**config.mk**
```make
export PLATFORM = sky130hd
export DESIGN_NAME = kanji_multi_flat
export DESIGN_NICKNAME = d
export VERILOG_FILES = /design/src/rtl/kanji_multi_if.sv /design/src/rtl/kanji_multi.sv /design/src/flat_wrapper.sv
export SDC_FILE = /design/constraint.sdc
export NUM_CORES = 1
export LEC_CHECK = 0
export ABC_AREA = 0
export BUFFER_PORTS_ARGS = -buffer_cell sky130_fd_sc_hd__buf_4
export CORE_MARGIN = 2
export CORE_UTILIZATION = 50
export CTS_BUF_LIST = sky130_fd_sc_hd__clkbuf_8
export DETAILED_ROUTE_END_ITERATION = 6
export PLACE_DENSITY = 0.73
export SYNTH_ARGS = -nofsm -noshare
export SYNTH_HDL_FRONTEND = slang
export SYNTH_SLANG_ARGS = --single-unit
```
**constraint.sdc**
```tcl
create_clock -name clk -period 9.7 [get_ports clk]
set_clock_uncertainty 0.1 [all_clocks]
set_input_delay 0.485 -clock clk [delete_from_list [all_inputs] [get_ports clk]]
set_output_delay 0.485 -clock clk [all_outputs]
set_load 0.005 [all_outputs]
```
**src/rtl/kanji_multi_if.sv**
```systemverilog
// CPU I/O bus and arbiter memory port of the multi-level kanji font ROM block.
interface kanji_multi_if;
  logic        cs;
  logic        cpu_iorq;
  logic        cpu_rd;
  logic        cpu_wr;
  logic [7:0]  addr;
  logic [7:0]  din;
  logic [7:0]  cpu_dout;
  logic        cpu_dout_valid;
  logic [26:0] mem_addr;
  logic        mem_rd;
  logic        mem_ack;
  logic [7:0]  mem_din;

  modport slave (
    input  cs, cpu_iorq, cpu_rd, cpu_wr, addr, din, mem_ack, mem_din,
    output cpu_dout, cpu_dout_valid, mem_addr, mem_rd
  );

  modport master (
    output cs, cpu_iorq, cpu_rd, cpu_wr, addr, din, mem_ack, mem_din,
    input  cpu_dout, cpu_dout_valid, mem_addr, mem_rd
  );
endinterface

```
**src/rtl/kanji_multi.sv**
```systemverilog
// Multi-level kanji font port: per-level glyph address, one-byte prefetch, shared memory requester.
// Define KANJI_READBACK_EN to make even-port reads return the level's column register.
module kanji_multi #(
  parameter int unsigned LEVELS         = 2,
  parameter logic [7:0]  IO_BASE        = 8'hD8,
  parameter logic [26:0] LEVEL_STRIDE   = 27'h20000,
  parameter int unsigned LEVEL_KB_UNITS = 8
) (
  input  logic          clk,
  input  logic          reset_n,
  input  logic [26:0]   base_ram,
  input  logic [15:0]   rom_size,
  kanji_multi_if.slave  bus
);

  localparam int unsigned LW = (LEVELS > 1) ? $clog2(LEVELS) : 1;

  typedef logic [LW-1:0] lvl_t;
  typedef enum logic {S_IDLE, S_REQ} state_e;

  state_e      state_q, state_d;
  logic        mem_rd_q, mem_rd_d;
  logic [26:0] mem_addr_q, mem_addr_d;
  lvl_t        req_lvl_q, req_lvl_d;
  logic        stale_q, stale_d;
  logic        wait_q, wait_d;
  lvl_t        wait_lvl_q, wait_lvl_d;
  logic [7:0]  dout_q, dout_d;
  logic        dvalid_q, dvalid_d;

  logic [5:0]  col_q [LEVELS];
  logic [5:0]  col_d [LEVELS];
  logic [5:0]  row_q [LEVELS];
  logic [5:0]  row_d [LEVELS];
  logic [4:0]  cnt_q [LEVELS];
  logic [4:0]  cnt_d [LEVELS];
  logic [7:0]  buf_q [LEVELS];
  logic        buf_we;
  logic [LEVELS-1:0] valid_q, valid_d;
  logic [LEVELS-1:0] pend_q, pend_d;
  logic [LEVELS-1:0] en;

  logic [7:0]  port_off;
  logic        hit, is_odd, wr_hit, rd_hit;
  lvl_t        acc_lvl;
  logic        pick_ok;
  lvl_t        pick_lvl;
  logic [26:0] pick_addr;
  logic        wr_inflight, ack_ok, ack_for_wait, ack_for_rd, rd_odd_en;
  logic        unused_din;

  assign unused_din = ^bus.din[7:6];

  // Port decode; alignment of IO_BASE makes bit 0 the even/odd select.
  assign port_off = bus.addr - IO_BASE;
  assign hit      = bus.cs && bus.cpu_iorq && (bus.addr >= IO_BASE)
                    && (port_off < 8'(2 * LEVELS));
  assign is_odd   = port_off[0];
  assign acc_lvl  = port_off[LW:1];
  assign wr_hit   = hit && bus.cpu_wr;
  assign rd_hit   = hit && bus.cpu_rd && !bus.cpu_wr;

  always_comb begin
    for (int n = 0; n < LEVELS; n++) begin
      en[n] = 32'(rom_size) >= LEVEL_KB_UNITS * (n + 1);
    end
  end

  // Lowest-numbered enabled level with a pending prefetch wins.
  always_comb begin
    pick_ok  = 1'b0;
    pick_lvl = '0;
    for (int n = LEVELS - 1; n >= 0; n--) begin
      if (pend_q[n] && en[n]) begin
        pick_ok  = 1'b1;
        pick_lvl = lvl_t'(n);
      end
    end
  end

  assign pick_addr = base_ram + (27'(pick_lvl) * LEVEL_STRIDE)
                     + 27'({row_q[pick_lvl], col_q[pick_lvl], cnt_q[pick_lvl]});

  assign wr_inflight  = wr_hit && (acc_lvl == req_lvl_q);
  assign ack_ok       = (state_q == S_REQ) && bus.mem_ack && !stale_q && !wr_inflight;
  assign rd_odd_en    = rd_hit && !wait_q && is_odd && en[acc_lvl];
  assign ack_for_wait = ack_ok && wait_q && (wait_lvl_q == req_lvl_q);
  // A read landing on the very cycle its own prefetch is acked is served straight from mem_din.
  assign ack_for_rd   = ack_ok && rd_odd_en && !valid_q[acc_lvl] && (acc_lvl == req_lvl_q);

  // NOTE: every variable gets its hold/default value first so no path can infer a latch.
  always_comb begin
    state_d    = state_q;
    mem_rd_d   = mem_rd_q;
    mem_addr_d = mem_addr_q;
    req_lvl_d  = req_lvl_q;
    stale_d    = stale_q;
    wait_d     = wait_q;
    wait_lvl_d = wait_lvl_q;
    dout_d     = dout_q;
    dvalid_d   = 1'b0;
    col_d      = col_q;
    row_d      = row_q;
    cnt_d      = cnt_q;
    valid_d    = valid_q;
    pend_d     = pend_q;
    buf_we     = 1'b0;

    case (state_q)
      S_IDLE: begin
        if (pick_ok) begin
          state_d    = S_REQ;
          mem_rd_d   = 1'b1;
          mem_addr_d = pick_addr;
          req_lvl_d  = pick_lvl;
          // A same-cycle write means the latched address already predates it.
          stale_d    = wr_hit && (acc_lvl == pick_lvl);
        end
      end
      S_REQ: begin
        if (wr_inflight) stale_d = 1'b1;
        if (bus.mem_ack) begin
          state_d  = S_IDLE;
          mem_rd_d = 1'b0;
          if (ack_ok && !ack_for_wait && !ack_for_rd) begin
            buf_we              = 1'b1;
            valid_d[req_lvl_q]  = 1'b1;
            pend_d[req_lvl_q]   = 1'b0;
          end
        end
      end
      default: state_d = S_IDLE;
    endcase

    if (wr_hit) begin
      if (is_odd) row_d[acc_lvl] = bus.din[5:0];
      else        col_d[acc_lvl] = bus.din[5:0];
      cnt_d[acc_lvl]   = '0;
      valid_d[acc_lvl] = 1'b0;
      pend_d[acc_lvl]  = en[acc_lvl];
    end else if (rd_hit && !wait_q) begin
      dvalid_d = 1'b1;
      dout_d   = 8'hFF;
      if (rd_odd_en) begin
        if (valid_q[acc_lvl]) begin
          dout_d           = buf_q[acc_lvl];
          cnt_d[acc_lvl]   = cnt_q[acc_lvl] + 5'd1;
          valid_d[acc_lvl] = 1'b0;
          pend_d[acc_lvl]  = 1'b1;
        end else if (ack_for_rd) begin
          dout_d          = bus.mem_din;
          cnt_d[acc_lvl]  = cnt_q[acc_lvl] + 5'd1;
          pend_d[acc_lvl] = 1'b1;
        end else begin
          dvalid_d   = 1'b0;
          dout_d     = dout_q;
          wait_d     = 1'b1;
          wait_lvl_d = acc_lvl;
        end
      end else if (!is_odd) begin
`ifdef KANJI_READBACK_EN
        dout_d = {2'b00, col_q[acc_lvl]};
`else
        dout_d = 8'hFF;
`endif
      end
    end

    if (ack_for_wait) begin
      dvalid_d           = 1'b1;
      dout_d             = bus.mem_din;
      cnt_d[wait_lvl_q]  = cnt_q[wait_lvl_q] + 5'd1;
      pend_d[wait_lvl_q] = 1'b1;
      wait_d             = 1'b0;
    end else if (wait_q && !en[wait_lvl_q]
                 && !((state_q == S_REQ) && (req_lvl_q == wait_lvl_q))) begin
      // Level was disabled under a waiting read: release it as a disabled-level read.
      dvalid_d = 1'b1;
      dout_d   = 8'hFF;
      wait_d   = 1'b0;
    end

    pend_d = pend_d & en;
  end

  // NOTE: sequential state uses non-blocking assignments so every register samples pre-edge values.
  always_ff @(posedge clk or negedge reset_n) begin
    if (!reset_n) begin
      state_q    <= S_IDLE;
      mem_rd_q   <= 1'b0;
      mem_addr_q <= '0;
      req_lvl_q  <= '0;
      stale_q    <= 1'b0;
      wait_q     <= 1'b0;
      wait_lvl_q <= '0;
      dout_q     <= 8'hFF;
      dvalid_q   <= 1'b0;
      valid_q    <= '0;
      pend_q     <= '0;
      for (int n = 0; n < LEVELS; n++) begin
        col_q[n] <= '0;
        row_q[n] <= '0;
        cnt_q[n] <= '0;
      end
    end else begin
      state_q    <= state_d;
      mem_rd_q   <= mem_rd_d;
      mem_addr_q <= mem_addr_d;
      req_lvl_q  <= req_lvl_d;
      stale_q    <= stale_d;
      wait_q     <= wait_d;
      wait_lvl_q <= wait_lvl_d;
      dout_q     <= dout_d;
      dvalid_q   <= dvalid_d;
      valid_q    <= valid_d;
      pend_q     <= pend_d;
      col_q      <= col_d;
      row_q      <= row_d;
      cnt_q      <= cnt_d;
    end
  end

  // NOTE: the prefetch buffers carry no reset; they are only read while their valid bit is set.
  always_ff @(posedge clk) begin
    if (buf_we) buf_q[req_lvl_q] <= bus.mem_din;
  end

  assign bus.cpu_dout       = dout_q;
  assign bus.cpu_dout_valid = dvalid_q;
  assign bus.mem_addr       = mem_addr_q;
  assign bus.mem_rd         = mem_rd_q;

endmodule
```
**src/flat_wrapper.sv**
```systemverilog
// flat-port wrapper written by rule: the top's interface ports become plain ports
module kanji_multi_flat 
#(
  parameter int unsigned LEVELS         = 2,
  parameter logic [7:0]  IO_BASE        = 8'hD8,
  parameter logic [26:0] LEVEL_STRIDE   = 27'h20000,
  parameter int unsigned LEVEL_KB_UNITS = 8
)
  (clk, reset_n, base_ram, rom_size, bus_cs, bus_cpu_iorq, bus_cpu_rd, bus_cpu_wr, bus_addr, bus_din, bus_mem_ack, bus_mem_din, bus_cpu_dout, bus_cpu_dout_valid, bus_mem_addr, bus_mem_rd);
  kanji_multi_if bus_i ();
  input  logic clk;
  input  logic reset_n;
  input  logic [26:0] base_ram;
  input  logic [15:0] rom_size;
  input wire logic [$bits(bus_i.cs)-1:0] bus_cs;
  input wire logic [$bits(bus_i.cpu_iorq)-1:0] bus_cpu_iorq;
  input wire logic [$bits(bus_i.cpu_rd)-1:0] bus_cpu_rd;
  input wire logic [$bits(bus_i.cpu_wr)-1:0] bus_cpu_wr;
  input wire logic [$bits(bus_i.addr)-1:0] bus_addr;
  input wire logic [$bits(bus_i.din)-1:0] bus_din;
  input wire logic [$bits(bus_i.mem_ack)-1:0] bus_mem_ack;
  input wire logic [$bits(bus_i.mem_din)-1:0] bus_mem_din;
  output wire logic [$bits(bus_i.cpu_dout)-1:0] bus_cpu_dout;
  output wire logic [$bits(bus_i.cpu_dout_valid)-1:0] bus_cpu_dout_valid;
  output wire logic [$bits(bus_i.mem_addr)-1:0] bus_mem_addr;
  output wire logic [$bits(bus_i.mem_rd)-1:0] bus_mem_rd;
  assign bus_i.cs = bus_cs;
  assign bus_i.cpu_iorq = bus_cpu_iorq;
  assign bus_i.cpu_rd = bus_cpu_rd;
  assign bus_i.cpu_wr = bus_cpu_wr;
  assign bus_i.addr = bus_addr;
  assign bus_i.din = bus_din;
  assign bus_i.mem_ack = bus_mem_ack;
  assign bus_i.mem_din = bus_mem_din;
  assign bus_cpu_dout = bus_i.cpu_dout;
  assign bus_cpu_dout_valid = bus_i.cpu_dout_valid;
  assign bus_mem_addr = bus_i.mem_addr;
  assign bus_mem_rd = bus_i.mem_rd;
  kanji_multi #(.LEVELS(LEVELS), .IO_BASE(IO_BASE), .LEVEL_STRIDE(LEVEL_STRIDE), .LEVEL_KB_UNITS(LEVEL_KB_UNITS)) u_core (.clk(clk), .reset_n(reset_n), .base_ram(base_ram), .rom_size(rom_size), .bus(bus_i));
endmodule
```
==> impl_metrics.json, run 1 <==
{
  "worst_slack_ns": 5.55,
  "die_y_um": 110,
  "finalCriticalPeriod_ns": 4.15,
  "synth_top_area_share_pct": 31.9,
  "rsz0062_at_grt": "no",
  "syn_area_per_cell_um2": 10.2,
  "slew_headroom_pct": 31.8,
  "dp_hpwl_um": 9820,
  "maxCapViolCount": 0,
  "final_layout_size_suffix_gt1_share_pct": 29.9,
  "rows": 38,
  "ys_seq_area_share_pct": 44.1,
  "preCtsSetupSlack_ns": 5.15,
  "synth_most_common_cell": "dfrtp_1",
  "cts_resized": 0,
  "power_density_mw_per_mm2": 162,
  "slowest_stage": "o31ai_1",
  "dr.first_iter.drc_count": 154,
  "ys_ff_latch": 96,
  "p_total_mw": 1.10,
  "drcViolationCount": 0,
  "outcome": "finished clean",
  "fin_cells": 799,
  "fin_area_mm2": 0.00679,
  "max_freq_ghz": 0.241,
  "syn-cell-area_mm2": 0.00565,
  "initial_core_util_pct": 51.7,
  "core_mm2": 0.0109,
  "ys_top_cells_by_area": "dfrtp_1 (32%), mux2_2 (10%), edfxtp_1 (8.5%)",
  "antenna_found_initial": 0,
  "fp.dieW_um": 110,
  "cts_tree": "done",
  "worst_pin_slew_ns": 1.02,
  "finalHoldViolCount": 0,
  "place_area_mm2": 0.00656,
  "synth_common_cells": "dfrtp_1 (72), nand2_1 (60), mux2_2 (50), o21ai_0 (45), nor2_1 (32)",
  "path_clk_slew_ns": 0.09,
  "die-area_mm2": 0.0122,
  "yosysWarnings": 0,
  "ctsRootBufferMaster": "clkbuf_8",
  "ios": 111,
  "critPathCaptureType": "flop",
  "dp.cells": 783,
  "arrival_ns": 4.33,
  "place_congestion": 0.888,
  "cts_buffers": 9,
  "syn2layout_area_growth_pct": 20.1,
  "cp-start-kind": "input pin",
  "post-cts-setup-buffers": 0,
  "n_fill_cell": 947,
  "crit_chain": "buf_4 > nor4_1 > nand3_1 > nand2_1 > nor2_1 > buf_4 > mux2_2 > ha_1 > nand4_1 > nor2_1 > nand3_1 > o31ai_1 > o311ai_0 > xor2_1 > o21ai_0",
  "synth_nets": 649,
  "antenna_cells": 0,
  "synth_cell_types": 64,
  "cts_hold_buf": 0,
  "cts_htree_levels": 3,
  "wl_per_cell_um": 16.8,
  "ys.flop_type": "dfrtp_1",
  "first_pass_iters": 5,
  "io_buffers": 105,
  "nNetsFinal": 750,
  "peakVddDrop_uv": 118,
  "cts_buffer_depth": 2,
  "grt_start_max_net_pins": 81,
  "async_flop_share_pct": 83.3,
  "grt.overflow.total": 0,
  "hp-class": "in -> async",
  "cts.sinks": 96,
  "via_count": 4583,
  "grt_pass1_vias": 4451,
  "grt_use_total_pct": 23.1,
  "critPathTopFamily": "simple AND/OR/NAND/NOR gates",
  "grt_pass1_wl_um": 21800,
  "cp_max_fo": 14,
  "synth_edf_count": 16,
  "synth_cells": 553,
  "path_buf_inv": 2,
  "cp.required_ns": 9.88,
  "setup_violations": 0,
  "drv_slew": 0,
  "path_class": "in -> reg",
  "p_leak_nw": 3.20,
  "setup_tns_ns": 0,
  "slowest_delay_ns": 0.59,
  "clock_latency_ns": 0.37,
  "fin_crit_sh_pct": 42.8,
  "viasPerCell": 5.74,
  "ant_nets": 0,
  "synth_top_cell_by_area": "dfrtp_1",
  "finalWirelength_um": 13400
}
## registers in the layout, summed over array words and instances, names as in the netlist, 2 cells and up
name                 cells
u_core.row_q            12
u_core.cnt_q            10
u_core.bus.cpu_dout      8
u_core.col_q            12
u_core.buf_q            16
u_core.valid_q           2
u_core.bus.mem_addr     27
u_core.pend_q            2
## placed cells by master (no fill, tap or decap), types with 18 or more instances in the layout
master and instances:
inv_1 21, ha_1 21, buf_4 107, nand3_1 18
mux2_2 50, nand2_1 60, dfrtp_1 72, mux2i_1 21
nor2_1 32, xor2_1 21, o21ai_0 45, a21oi_1 30
## final cells by class
class	instances	area (um2)	share of cell area, %
clock buffer	9	124	1.83
multi-input combinational	419	3010	44.3
tap	140	175	2.58
clock inverter	7	104	1.53
sequential	96	2490	36.7
inverter	21	78.8	1.16
timing repair buffer	107	803	11.8
## per-stage QoR
stage               hold WS (ns)  utilization (%)
finish                     0.185             62.0
floorplan                 0.0894                -
CTS                        0.195             62.0
detailed placement         0.358             60.0
global placement           0.355             60.0
global route               0.186             62.0
## logic make-up (layout without fill, tap and decap cells)
kind of cell | count (synthesis) | count (layout) | synth area share (%)
XOR/XNOR | 31 | 31 | 4.80
multiplexers | 71 | 71 | 13.7
adder cells (fa/ha/maj) | 22 | 22 | 5.00
AO/OA/AOI/OAI | 138 | 138 | 15.7
buffers and inverters | 38 | 144 | 2.68
flip-flops | 96 | 96 | 44.1
AND/OR/NAND/NOR | 157 | 157 | 14.1
## final timing paths
check,slack (ns),startpoint,to,cells after the start
setup reg to reg,5.72,u_core.pend_q[1],u_core.bus.mem_addr[20],12
max in group asynchronous,8.65,reset_n,u_core.row_q[8],1
min in group clk,0.21,bus_mem_ack,u_core.state_q,2
hold / removal,0.19,reset_n,u_core.cnt_q[1],1
setup / recovery,5.55,rom_size[9],u_core.bus.mem_addr[20],15
hold reg to reg,0.37,u_core.bus.cpu_dout[7],u_core.bus.cpu_dout[7],2
## worst register-to-register path: cells and delay by family (launching register included)
kind	cells	cell delay [ns]
simple gates	5	1.07
compound gates	3	0.99
fa+ha+maj	1	0.44
flops	1	0.39
mux	1	0.38
buf+inv	1	0.35
xor+xnor	1	0.18
## power breakdown
group          switching, mW  internal (mW)
sequential            0.0448          0.477
combinational          0.138          0.144
clock                  0.148          0.148
total                  0.331          0.769
## layer usage
metal	share of wire, %	up-vias	global-route usage, %	wire [um]
met5	0	-	0	0
met4	1.5	0	6.61	195
met3	5.5	21	4.29	733
met2	50	158	38.9	6710
met1	43	2192	30.5	5760
li1	-	2212	-	-
Power figures use the tool's default switching activity.
==> run 2, diff against run 1 <==
Clock period 9.7 ns to 4 ns, I/O delays scaled along.
==> impl_metrics.json, run 2 (same netlist as run 1, synthesis figures left out) <==
{
  "drv_slew": 0,
  "via_count": 4646,
  "viasPerCell": 5.69,
  "path_class": "reg -> reg",
  "rows": 38,
  "seqPwrFrac_pct": 48.7,
  "dp_hpwl_um": 9840,
  "max_freq_ghz": 0.272,
  "grt_start_max_net_pins": 81,
  "fin_crit_sh_pct": 91.8,
  "worst_slack_ns": 0.330,
  "grt_pass1_vias": 4513,
  "p_int_mw": 1.82,
  "finalCriticalPeriod_ns": 3.67,
  "crit_chain": "nor2_2 > buf_4 > mux2_2 > ha_1 > a21oi_1 > nand2_1 > o21ai_0 > a31oi_1 > o311ai_0 > xor2_1 > o21ai_0",
  "wl_per_cell_um": 16.7,
  "cts_htree_levels": 3,
  "final_cell_mix": "buf_4 (108), dfrtp_1 (72), nand2_1 (60)",
  "r2r-start": "u_core.pend_q[0]",
  "hp-class": "in -> reg",
  "whs_path_depth": 3,
  "antenna_cells": 0,
  "outcome": "finished clean",
  "syn2layout_area_growth_pct": 22.9,
  "dp.cells": 785,
  "power_density_mw_per_mm2": 374,
  "slowest_delay_ns": 0.45,
  "cpMostUsedCell": "o21ai_0",
  "place_congestion": 0.870,
  "die_y_um": 110,
  "cp-start-kind": "flop",
  "reg2regPathDepth": 11,
  "startpoint": "u_core.pend_q[0]",
  "ant_nets": 0,
  "worstHoldStart": "base_ram[23]",
  "slowest_stage": "dfrtp_1",
  "grt_use_total_pct": 23.6,
  "arrival_ns": 3.83,
  "critPathCaptureType": "flop",
  "slew_headroom_pct": 31.1,
  "io_buffers": 105,
  "fin_cells": 817,
  "antenna_found_initial": 0,
  "drcViolationCount": 0,
  "path_clk_slew_ns": 0.09,
  "setup_tns_ns": 0,
  "first_pass_iters": 6,
  "peakVddDrop_uv": 277,
  "dr.first_iter.drc_count": 200,
  "cts_buffers": 9,
  "r2r_slack_ns": 0.33,
  "worst_pin_slew_ns": 1.03,
  "switchingPower_mw": 0.781,
  "clock_latency_ns": 0.38,
  "cp.required_ns": 4.16,
  "fp.dieW_um": 110,
  "nNetsFinal": 768,
  "grt.overflow.total": 0,
  "finalHoldViolCount": 0,
  "cts_tree": "done",
  "cts_buffer_depth": 2,
  "cp_max_fo": 14,
  "final_common_cell": "buf_4",
  "rsz0062_at_grt": "no",
  "p_clk_share_pct": 24.6,
  "preCtsSetupSlack_ns": -0.00992,
  "ctsRootBufferMaster": "clkbuf_8",
  "final_layout_size_suffix_gt1_share_pct": 29.2,
  "swShare_pct": 30.1,
  "power_frac_comb_pct": 26.7,
  "die-area_mm2": 0.0122,
  "cts.sinks": 96,
  "core_mm2": 0.0109,
  "setup_violations": 0,
  "maxCapViolCount": 0,
  "ios": 111,
  "largest_reg_flops": 27,
  "p_leak_nw": 3.28,
  "p_total_mw": 2.60,
  "initial_core_util_pct": 51.7,
  "grt_pass1_wl_um": 21900,
  "finalWirelength_um": 13600
}
run 2: cell types whose count changed in the layout (fill, tap and decap cells not counted), sizes merged:
cell         change
buf              +2
bufinv           -1
clkbuf           +1
clkinvlp         -1
dlygate4sd3     +16
inv              +1
run 2: power by group through the flow:
stage | clock network [mW] | logic, mW | registers [mW]
final | 0.640 | 0.694 | 1.27
after global routing | 0.687 | 0.773 | 1.28
after CTS | 0.649 | 0.703 | 1.26
after detailed placement | 0 | 0.689 | 1.28
after global placement | 0 | 0.671 | 1.28
after floorplan | 0 | 0.330 | 1.27
run 2: metal layers:
layer / vias to the layer above / wire [um] / track usage, %
met4: 0 / 193 / 8.13
met3: 15 / 786 / 4.41
met5: - / 0 / 0
met2: 136 / 6670 / 39.3
li1: 2256 / - / -
met1: 2239 / 5990 / 31.1
run 2: worst paths after layout:
path	end
min in group asynchronous	u_core.bus.mem_addr[1]
max in group asynchronous	u_core.bus.cpu_dout_valid
worst min register to register	u_core.bus.cpu_dout[0]
worst min-delay path	u_core.bus.mem_addr[23]
worst max register to register	u_core.bus.mem_addr[20]
worst max-delay path	u_core.bus.mem_addr[20]
run 2: area by class of cell:
cell class,instances,area [um2]
fillers,911,3990
multi-input cells,419,3020
flip-flops and latches,96,2490
repair buffers,125,991
well taps,140,175
clock buffers,10,138
inverters,21,78.8
clock inverters,6,53.8
run 2: stage by stage:
stage	util, %	hold WS, ns	cell area, um2
final	63.5	0.0258	6940
after global placement	60.2	0.302	6590
after CTS	63.4	0.0185	6940
after floorplan	-	-0.196	5650
after global routing	63.5	0.0426	6940
after detailed placement	60.2	0.305	6590
run 2: timing repair:
action                                 4_1_cts  5_1_grt
resized for setup                            0        2
setup endpoints to repair                    0        5
endpoints found under the hold margin      113        0
setup buffers                                0        0
hold buffers                                16        0
run 2: worst max-delay path, delay by kind of cell, from the launching register on:
kind                     cells  cell delay [ns]
XOR/XNOR                     1             0.17
AO/OA/AOI/OAI                5             1.34
AND/OR/NAND/NOR              2             0.46
buffers and inverters        1             0.31
adder cells (fa/ha/maj)      1             0.34
multiplexers                 1             0.36
flip-flops                   1             0.45
==> run 3, diff against run 2 <==
Settings changed: BUFFER_PORTS_ARGS -buffer_cell sky130_fd_sc_hd__buf_4 to unset, DONT_BUFFER_PORTS set to 1, GPL_ROUTABILITY_DRIVEN set to 0, PLACE_DENSITY 0.73 to unset.
==> impl_metrics.json, run 3 (same netlist as run 1, synthesis figures left out) <==
{
  "largest_reg_flops": 27,
  "cp_max_fo": 6,
  "finalWirelength_um": 13400,
  "finalHoldViolCount": 0,
  "via_count": 4246,
  "syn2layout_area_growth_pct": 11.2,
  "arrival_ns": 3.81,
  "cts_buffers": 9,
  "final_common_cell": "dfrtp_1",
  "grt_pass1_vias": 4296,
  "ant_nets": 0,
  "die_y_um": 110,
  "n_fill_cell": 977,
  "path_class": "reg -> reg",
  "nNetsFinal": 679,
  "grt_start_max_net_pins": 81,
  "setup_tns_ns": 0,
  "rsz0062_at_grt": "no",
  "r2r_slack_ns": 0.35,
  "first_pass_iters": 4,
  "viasPerCell": 5.83,
  "ctsRootBufferMaster": "clkbuf_8",
  "fp.dieW_um": 110,
  "power_density_mw_per_mm2": 366,
  "slew_headroom_pct": 55.9,
  "peakVddDrop_uv": 234,
  "wl_per_cell_um": 18.5,
  "multi_input_area_mm2": 0.00301,
  "die-area_mm2": 0.0122,
  "grt_pass1_wl_um": 21300,
  "p_leak_nw": 2.83,
  "grt_use_total_pct": 23.1,
  "drcViolationCount": 0,
  "initial_core_util_pct": 51.7,
  "cts_tree": "done",
  "drv_slew": 0,
  "cts_buffer_depth": 2,
  "antenna_found_initial": 0,
  "critPathCaptureType": "flop",
  "core_mm2": 0.0109,
  "reg2regPathDepth": 12,
  "rows": 38,
  "setup_violations": 0,
  "antenna_cells": 0,
  "final_layout_size_suffix_gt1_share_pct": 16.5,
  "dr.first_iter.drc_count": 179,
  "r2r-start": "u_core.pend_q[1]",
  "grt.overflow.total": 0,
  "fin_util_pct": 57.5,
  "finalCriticalPeriod_ns": 3.65,
  "io_buffers": 0,
  "max_freq_ghz": 0.274,
  "maxCapViolCount": 0,
  "cp-start-kind": "flop",
  "clock_latency_ns": 0.39,
  "final-seq-area_mm2": 0.00249,
  "dp_hpwl_um": 9430,
  "fin_crit_sh_pct": 91.3,
  "timing.rr.end": "u_core.bus.mem_addr[12]",
  "startpoint": "u_core.pend_q[1]",
  "cts_htree_levels": 3,
  "cp.required_ns": 4.15,
  "ios": 111,
  "crit_path_end": "u_core.bus.mem_addr[12]",
  "outcome": "finished clean",
  "cts.sinks": 96,
  "hp-class": "in -> reg",
  "path_clk_slew_ns": 0.10,
  "worst_pin_slew_ns": 0.660,
  "final_cell_mix": "dfrtp_1 (72), nand2_1 (60), mux2_2 (50)"
}
[run 3: area by class of cell]
class                   count  area share [%]
flip-flops and latches     96            39.6
multi-input cells         419            47.9
clock inverters             7           0.657
clock buffers               9            1.97
well taps                 140            2.79
repair buffers             36            5.73
inverters                  21            1.25
[run 3: timing repair]
item | 4_1_cts | 5_1_grt
setup buffers | 0 | 0
resized for setup | 0 | 2
hold buffers | 29 | 0
hold endpoints to repair | 147 | 0
setup endpoints to repair | 0 | 7
[run 3: worst min path at each step]
stage / start / endpoint / depth (start not counted)
final: base_ram[24] / u_core.bus.mem_addr[25] / 3
after detailed placement: reset_n / u_core.cnt_q[3] / 0
after CTS: base_ram[24] / u_core.bus.mem_addr[25] / 3
after global placement: reset_n / u_core.cnt_q[3] / 0
after global routing: base_ram[1] / u_core.bus.mem_addr[1] / 2
after floorplan: reset_n / u_core.bus.cpu_dout_valid / 0
[run 3: report_power, final]
part           internal, mW  leakage, nW  switching, mW
Combinational         0.185         1.56          0.238
Sequential             1.16         1.19          0.147
Clock                 0.222       0.0896          0.351
Total                  1.56         2.83          0.737
[run 3: critical path, stage by stage (launching register included)]
cell and delay [ns]:
dfrtp_1 0.38, nand2_1 0.10, nor2_2 0.31, mux2_2 0.38
ha_1 0.21, fa_1 0.43, a211oi_1 0.24, o21ai_0 0.19
a21o_1 0.23, or4_1 0.39, a31oi_1 0.25, xor2_1 0.21
o21ai_0 0.09
[run 3: metal layers]
layer	track usage (%)	share of wire, %	vias up
met5	0	0	-
met4	8.93	1.6	0
met3	4.64	5.7	15
met2	39.6	51	115
met1	28.5	42	2043
li1	-	-	2073
[run 3: metrics by stage]
stage	instances	total power [mW]	instance area, um2	hold slack, ns	setup slack, ns
global route	728	2.44	6290	0.0237	0.0959
detailed placement	683	1.70	5810	-0.193	0.149
global placement	683	1.68	5810	-0.193	0.203
floorplan	553	1.60	5650	-0.196	0.115
CTS	728	2.32	6280	0.000710	0.118
finish	728	2.30	6290	0.0116	0.347
